File: src/rtl/mips_pkg.sv
// Shared types for the multicycle MIPS core: FSM states,
// opcode/funct constants, ALU ops and the instruction classifier.
package mips_pkg;

  typedef enum logic [2:0] {
    S_HALT     = 3'd0,
    S_FETCH    = 3'd1,
    S_DECODE   = 3'd2,
    S_EXEC     = 3'd3,
    S_MEM_REQ  = 3'd4,
    S_MEM_WAIT = 3'd5,
    S_WB       = 3'd6
  } state_t;

  typedef enum logic [2:0] {
    ALU_ADD,
    ALU_SUB,
    ALU_AND,
    ALU_OR,
    ALU_SLT
  } alu_op_t;

  typedef enum logic [2:0] {
    C_ILL,
    C_RTYPE,
    C_ADDI,
    C_BEQ,
    C_BNE,
    C_J,
    C_LW,
    C_SW
  } iclass_t;

  localparam logic [5:0] OP_RTYPE = 6'h00;
  localparam logic [5:0] OP_ADDI  = 6'h08;
  localparam logic [5:0] OP_BEQ   = 6'h04;
  localparam logic [5:0] OP_BNE   = 6'h05;
  localparam logic [5:0] OP_J     = 6'h02;
  localparam logic [5:0] OP_LW    = 6'h23;
  localparam logic [5:0] OP_SW    = 6'h2B;

  localparam logic [5:0] FN_ADD = 6'h20;
  localparam logic [5:0] FN_SUB = 6'h22;
  localparam logic [5:0] FN_AND = 6'h24;
  localparam logic [5:0] FN_OR  = 6'h25;
  localparam logic [5:0] FN_SLT = 6'h2A;

  function automatic iclass_t classify(
    input logic [31:0] ir
  );
    logic [5:0] op;
    logic [5:0] fn;
    logic       fn_ok;
    iclass_t    c;
    op    = ir[31:26];
    fn    = ir[5:0];
    fn_ok = fn inside {FN_ADD, FN_SUB, FN_AND,
                       FN_OR, FN_SLT};
    c     = C_ILL;
    unique case (1'b1)
      op == OP_RTYPE: c = fn_ok ? C_RTYPE : C_ILL;
      op == OP_ADDI:  c = C_ADDI;
      op == OP_BEQ:   c = C_BEQ;
      op == OP_BNE:   c = C_BNE;
      op == OP_J:     c = C_J;
      op == OP_LW:    c = C_LW;
      op == OP_SW:    c = C_SW;
      default:        c = C_ILL;
    endcase
    return c;
  endfunction

  function automatic alu_op_t alu_sel(
    input logic [5:0] fn
  );
    alu_op_t o;
    o = ALU_ADD;
    unique case (1'b1)
      fn == FN_SUB: o = ALU_SUB;
      fn == FN_AND: o = ALU_AND;
      fn == FN_OR:  o = ALU_OR;
      fn == FN_SLT: o = ALU_SLT;
      default:      o = ALU_ADD;
    endcase
    return o;
  endfunction

endpackage

File: src/rtl/mips_regfile.sv
// 32-entry register file: two async read ports, a debug read
// port, one sync write port, async clear; R0 is never written.
module mips_regfile #(
  parameter int DATA_W = 32
) (
  input  logic              clk,
  input  logic              rst_n,
  input  logic [4:0]        ra1,
  input  logic [4:0]        ra2,
  input  logic [4:0]        ra3,
  output logic [DATA_W-1:0] rd1,
  output logic [DATA_W-1:0] rd2,
  output logic [DATA_W-1:0] rd3,
  input  logic              we,
  input  logic [4:0]        wa,
  input  logic [DATA_W-1:0] wd
);

  logic [DATA_W-1:0] regs [32];

  always_ff @(posedge clk or negedge rst_n) begin
    if (!rst_n) begin
      for (int i = 0; i < 32; i++) regs[i] <= '0;
    end else if (we && wa != 5'd0) begin
      regs[wa] <= wd;
    end
  end

  assign rd1 = regs[ra1];
  assign rd2 = regs[ra2];
  assign rd3 = regs[ra3];

endmodule

File: src/rtl/mips_multi_core.sv
// Multicycle MIPS core: HALT/FETCH/DECODE/EXEC/MEM/WB FSM,
// sync ROM fetch, stall-handshake data port, debug reg read.
module mips_multi_core
  import mips_pkg::*;
#(
  parameter int DATA_W = 32,
  parameter int PC_W   = 10,
  parameter int ADDR_W = 12,
  parameter int CNT_W  = 16
) (
  input  logic              clk,
  input  logic              rst_n,
  input  logic              run,
  output logic [PC_W-1:0]   inst_addr,
  input  logic [31:0]       inst_data,
  output logic [ADDR_W-1:0] mem_addr,
  output logic [DATA_W-1:0] mem_wdata,
  output logic              mem_rd,
  output logic              mem_wr,
  input  logic              mem_stall,
  input  logic [DATA_W-1:0] mem_rdata,
  input  logic [4:0]        dbg_sel,
  output logic [DATA_W-1:0] dbg_reg,
  output logic              illegal,
  output logic [CNT_W-1:0]  retired,
  output logic [2:0]        state
);

  state_t            st;
  logic [PC_W-1:0]   pc;
  logic [31:0]       ir;
  logic [DATA_W-1:0] a, b, imm;
  logic [DATA_W-1:0] alu_out, mdr;
  logic [DATA_W-1:0] rs_data, rt_data;
  logic [DATA_W-1:0] opb, alu_res;
  iclass_t           cls;
  alu_op_t           op;
  logic              in_mem;
  logic              rf_we;
  logic [4:0]        rf_wa;
  logic [DATA_W-1:0] rf_wd;
  logic [PC_W-1:0]   pc_br;

  // IR only changes in FETCH, so the class holds until WB
  assign cls = classify(ir);
  assign op  = (cls == C_RTYPE) ? alu_sel(ir[5:0])
                                : ALU_ADD;
  assign opb = (cls == C_RTYPE) ? b : imm;

  always_comb begin
    alu_res = '0;
    unique case (op)
      ALU_ADD: alu_res = a + opb;
      ALU_SUB: alu_res = a - opb;
      ALU_AND: alu_res = a & opb;
      ALU_OR:  alu_res = a | opb;
      ALU_SLT: alu_res = {{(DATA_W-1){1'b0}},
                          $signed(a) < $signed(opb)};
      default: alu_res = '0;
    endcase
  end

  assign pc_br     = pc + imm[PC_W-1:0];
  assign inst_addr = pc;
  assign state     = st;

  assign in_mem    = (st == S_MEM_REQ) || (st == S_MEM_WAIT);
  assign mem_rd    = in_mem && (cls == C_LW);
  assign mem_wr    = in_mem && (cls == C_SW);
  assign mem_addr  = in_mem ? alu_out[ADDR_W-1:0] : '0;
  assign mem_wdata = mem_wr ? b : '0;

  assign rf_we = (st == S_WB) &&
                 (cls inside {C_RTYPE, C_ADDI, C_LW});
  assign rf_wa = (cls == C_RTYPE) ? ir[15:11] : ir[20:16];
  assign rf_wd = (cls == C_LW) ? mdr : alu_out;

  mips_regfile #(.DATA_W(DATA_W)) u_rf (
    .clk   (clk),
    .rst_n (rst_n),
    .ra1   (ir[25:21]),
    .ra2   (ir[20:16]),
    .ra3   (dbg_sel),
    .rd1   (rs_data),
    .rd2   (rt_data),
    .rd3   (dbg_reg),
    .we    (rf_we),
    .wa    (rf_wa),
    .wd    (rf_wd)
  );

  always_ff @(posedge clk or negedge rst_n) begin
    if (!rst_n) begin
      st      <= S_HALT;
      pc      <= '0;
      ir      <= '0;
      a       <= '0;
      b       <= '0;
      imm     <= '0;
      alu_out <= '0;
      mdr     <= '0;
      illegal <= 1'b0;
      retired <= '0;
    end else begin
      unique case (st)
        S_HALT: if (run) st <= S_FETCH;
        S_FETCH: begin
          ir <= inst_data;
          pc <= pc + 1'b1;
          st <= S_DECODE;
        end
        S_DECODE: begin
          a   <= rs_data;
          b   <= rt_data;
          imm <= DATA_W'($signed(ir[15:0]));
          if (cls == C_ILL) illegal <= 1'b1;
          st  <= S_EXEC;
        end
        S_EXEC: begin
          st <= S_WB;
          unique case (1'b1)
            cls inside {C_RTYPE, C_ADDI}:
              alu_out <= alu_res;
            cls == C_BEQ: if (a == b) pc <= pc_br;
            cls == C_BNE: if (a != b) pc <= pc_br;
            cls == C_J:   pc <= ir[PC_W-1:0];
            cls inside {C_LW, C_SW}: begin
              alu_out <= alu_res;
              st      <= S_MEM_REQ;
            end
            default: ;
          endcase
        end
        S_MEM_REQ: st <= S_MEM_WAIT;
        S_MEM_WAIT: if (!mem_stall) begin
          if (cls == C_LW) mdr <= mem_rdata;
          st <= S_WB;
        end
        S_WB: begin
          retired <= retired + 1'b1;
          st      <= run ? S_FETCH : S_HALT;
        end
        default: st <= S_HALT;
      endcase
    end
  end

endmodule

File: config.mk
export PLATFORM = sky130hd
export DESIGN_NAME = mips_multi_core
export DESIGN_NICKNAME = d
export VERILOG_FILES = /design/src/rtl/mips_pkg.sv /design/src/rtl/mips_regfile.sv /design/src/rtl/mips_multi_core.sv
export SDC_FILE = /design/constraint.sdc
export NUM_CORES = 2
export LEC_CHECK = 0
export CAP_MARGIN = 20
export CORE_MARGIN = 3
export CORE_UTILIZATION = 45
export CTS_BUF_LIST = sky130_fd_sc_hd__clkbuf_4 sky130_fd_sc_hd__clkbuf_8
export CTS_CLUSTER_SIZE = 25
export DETAILED_ROUTE_END_ITERATION = 8
export PLACE_DENSITY_LB_ADDON = 0.2
export SLEW_MARGIN = 0
export SYNTH_ARGS = -nofsm -noshare
export SYNTH_HDL_FRONTEND = slang
export SYNTH_SLANG_ARGS = --single-unit
export TNS_END_PERCENT = 100
File: constraint.sdc
create_clock -name clk -period 5.6 [get_ports clk]
set_input_delay 0.56 -clock clk [delete_from_list [all_inputs] [get_ports clk]]
set_output_delay 0.56 -clock clk [all_outputs]
set_load 0.005 [all_outputs]
==> results.py <==
metrics = {
    "critical_path": {
        "startpoint": "ir[26]",
        "slowest_stage": "or4_1",
        "r2r-start": "ir[26]",
        "slowest_delay_ns": 0.58,
        "cp_data_arrival_time_ns": 6.27,
        "path_cells": "or4_1 -> or4_4 -> a211oi_4 -> clkbuf_16 -> mux2_2 -> ha_1 -> inv_1 -> fa_1 -> nor2b_1 -> o21ai_0 -> a211oi_1 -> o21ai_0 -> nor2_1 -> o311ai_0 -> mux2_2 -> a221oi_1 -> a21oi_1",
        "critPathCapture": "alu_out[16]",
        "crit_required_ns": 6.47,
        "crit_cells": 17,
        "critPathLaunchType": "flop",
        "setup.worst_path.class": "reg -> reg",
        "reg2reg_slack_ns": 0.20,
        "crit_buf_inv": 2,
        "cp_top_family": "compound AO/OA/AOI/OAI gates",
        "end_kind": "flop",
        "ff2ff_path_depth": 17,
        "crit_fanout": 63,
        "reg2reg_to": "alu_out[16]",
    },
    "status": {
        "status": "finished clean",
    },
    "cts": {
        "cts.sinks": 1230,
        "insertion_delay_ns": 0.99,
        "path_clk_slew_ns": 0.07,
        "clk_path_buf_depth": 3,
        "cts-root-buf": "clkbuf_8",
        "htree_levels": 4,
        "postCtsSetupBuffers": 0,
        "cts_tree": "built",
        "numCtsBuffers": 213,
    },
    "routing": {
        "vias_per_cell": 6.45,
        "ant_nets": 0,
        "drt_iter0_drc": 6347,
        "num_vias": 55600,
        "drc": 0,
        "wire_per_inst_um": 29.6,
        "wl_um": 255000,
        "drt_first_pass_iters": 6,
    },
    "floorplanning": {
        "core_um2": 163000,
        "fp.dieH_um": 412,
        "die_x_um": 412,
        "std_cell_rows": 148,
        "dieArea_um2": 170000,
        "ioPinCount": 181,
        "initial_utilization_pct": 45.4,
    },
    "global_route": {
        "grt.total_usage_pct": 30.4,
        "grt-ovfl-total": 0,
        "antenna_found_initial": 6,
        "grt_pass1_vias": 55300,
        "grt_pass1_wl_um": 379000,
        "grt_max_degree": 178,
    },
    "yosys": {
        "synth_area_um2": 74100,
        "synth_top_area_share_pct": 41.5,
        "yosysSeqAreaShare_pct": 41.5,
        "synth_ff_type": "dfrtp_1",
        "synthArstFlopShare_pct": 100,
        "yosysWarnings": 0,
        "synth_edf_count": 0,
        "synthCells": 6319,
        "yosys_register_bits": 1230,
        "synth_area_per_cell_um2": 11.7,
        "synth_cell_types": 81,
        "synth_top_area_cell": "dfrtp_1",
        "synthTopCellsByArea": "dfrtp_1 42%, mux4_2 29%, a21oi_1 4.9%",
        "syn_nets": 6503,
    },
    "timing": {
        "slew_headroom_pct": 24.1,
        "fin_ws_ns": 0.197,
        "clock.fmax_ghz": 0.185,
        "skew_ns": 0.0516,
        "setup_viol": 0,
        "period_share_pct": 96.5,
        "hold_ws_ns": 0.137,
        "drv_slew": 0,
        "worst_pin_slew_ns": 1.13,
        "period_minus_slack_ns": 5.40,
        "rsz0062_at_grt": "true",
        "finalHoldViolCount": 0,
    },
    "hold_path": {
        "hold_path_class": "in -> async",
    },
    "power": {
        "p_seq_share_pct": 32.9,
        "pwr-share-comb_pct": 43.6,
        "power_density_nw_per_um2": 487,
        "clockPowerShare_pct": 23.5,
        "swShare_pct": 41.8,
        "p_sw_mw": 17.1,
        "p_int_mw": 23.7,
        "ir_drop_uv": 482,
        "leakagePower_nw": 35.2,
    },
    "cells_and_area": {
        "final_cell_mix": "1,219 x dfrtp_1, 960 x mux4_2, 718 x a21oi_1, 707 x nor2_1, 537 x nand2_1",
        "layout-drive-gt1-share_pct": 27.8,
        "num-nets-final": 6450,
        "final_common_cell": "dfrtp_1",
        "fillers": 14100,
        "area_growth_pct": 13.1,
    },
    "place": {
        "dpl.hpwl_um": 156000,
        "routabilityCongestion": 0.947,
        "io_buffers": 180,
        "place_ws_ns": 0.195,
    },
    "run": {
        "cap_violations": 0,
    },
}
[logic make-up after synthesis]
kind of cell               count (synthesis)  share of synthesized area (%)
AOI/OAI and AO/OA                       1467                           10.8
xor gates and xnor gates                  66                          0.780
adders and majority gates                111                           1.90
buffers and inverters                    764                           4.02
DFF                                     1230                           41.5
muxes                                   1193                           32.5
and+or+nand+nor                         1488                           8.40
[layout make-up]
type	count	area, µm²	area share, %
multi-input cells	4325	40700	48.6
diodes	3	7.51	0.00896
flip-flops and latches	1230	30800	36.8
clock buffers	323	4150	4.94
repair buffers	381	4150	4.95
well taps	2175	2720	3.25
clock inverters	70	855	1.02
inverters	115	432	0.515
[power by group through the flow]
| stage | clock (mW) | sequential [mW] | combinational (mW) |
|---|---|---|---|
| global route | 10.1 | 13.7 | 19.1 |
| CTS | 9.73 | 13.4 | 17.7 |
| detailed placement | 0 | 13.5 | 17.6 |
| finish | 9.58 | 13.4 | 17.8 |
| floorplan | 0 | 11.8 | 12.8 |
| global placement | 0 | 13.4 | 17.5 |
[Yosys cell counts, drive strengths merged (55+ instances only)]
master	n
nor2	720
buf	189
ha	108
dfrtp	1230
nand2	543
inv	115
mux2	128
clkbuf	460
mux2i	105
a21oi	719
xnor2	55
mux4	960
o21ai	522
[worst reg2reg max path: stages, from the launching register on]
cell,delay (ns)
dfrtp_1,0.37
or4_1,0.58
or4_4,0.54
a211oi_4,0.26
clkbuf_16,0.35
mux2_2,0.25
ha_1,0.18
inv_1,0.07
fa_1,0.42
nor2b_1,0.17
o21ai_0,0.22
a211oi_1,0.18
o21ai_0,0.37
nor2_1,0.06
o311ai_0,0.38
mux2_2,0.38
a221oi_1,0.39
a21oi_1,0.11
[metrics by stage]
step	utilization (%)	cell area [µm²]	std cells	TNS (ns)	power [mW]
5_1_grt	51.4	83800	8621	-0.135	42.9
3_5_place_dp	48.3	78800	8226	0	31.1
3_3_place_gp	48.3	78800	8225	0	30.9
4_1_cts	51.4	83800	8619	0	40.8
2_1_floorplan	-	74100	6319	0	24.6
6_report	51.4	83800	8622	0	40.8
[what timing repair did]
item | in CTS | in global routing
gates resized for setup | 0 | 5
hold endpoints to repair | 326 | 0
setup endpoints to repair | 1 | 5
pin swaps | 0 | 0
hold buffers | 1 | 0
gates cloned | 0 | 0
[worst min-delay path by stage]
stage | depth (start not counted) | to | slack (ns) | start
2_1_floorplan | 0 | a[0] | 0.26 | rst_n
3_3_place_gp | 0 | u_rf.regs[1016] | 0.39 | u_rf.regs[1016]
3_5_place_dp | 0 | u_rf.regs[1019] | 0.40 | u_rf.regs[1019]
4_1_cts | 2 | a[6] | 0.06 | rst_n
5_1_grt | 2 | a[6] | 0.13 | rst_n
6_report | 2 | u_rf.regs[867] | 0.14 | rst_n
[metal layers]
layer	part of all wire, %	GRT usage, %
met1	40	42.2
met2	46	46.9
met3	9.4	6.79
met4	4.0	11.8
met5	0.011	0
[sequential cells by signal, summed over array words and instances, names as in the netlist]
name and count:
b 32, imm 16, inst_addr 10, illegal 1
mdr 32, a 32, state 3, ir 32
alu_out 32, u_rf.regs 1024, retired 16
No activity file was read; power rests on OpenSTA's default activity.
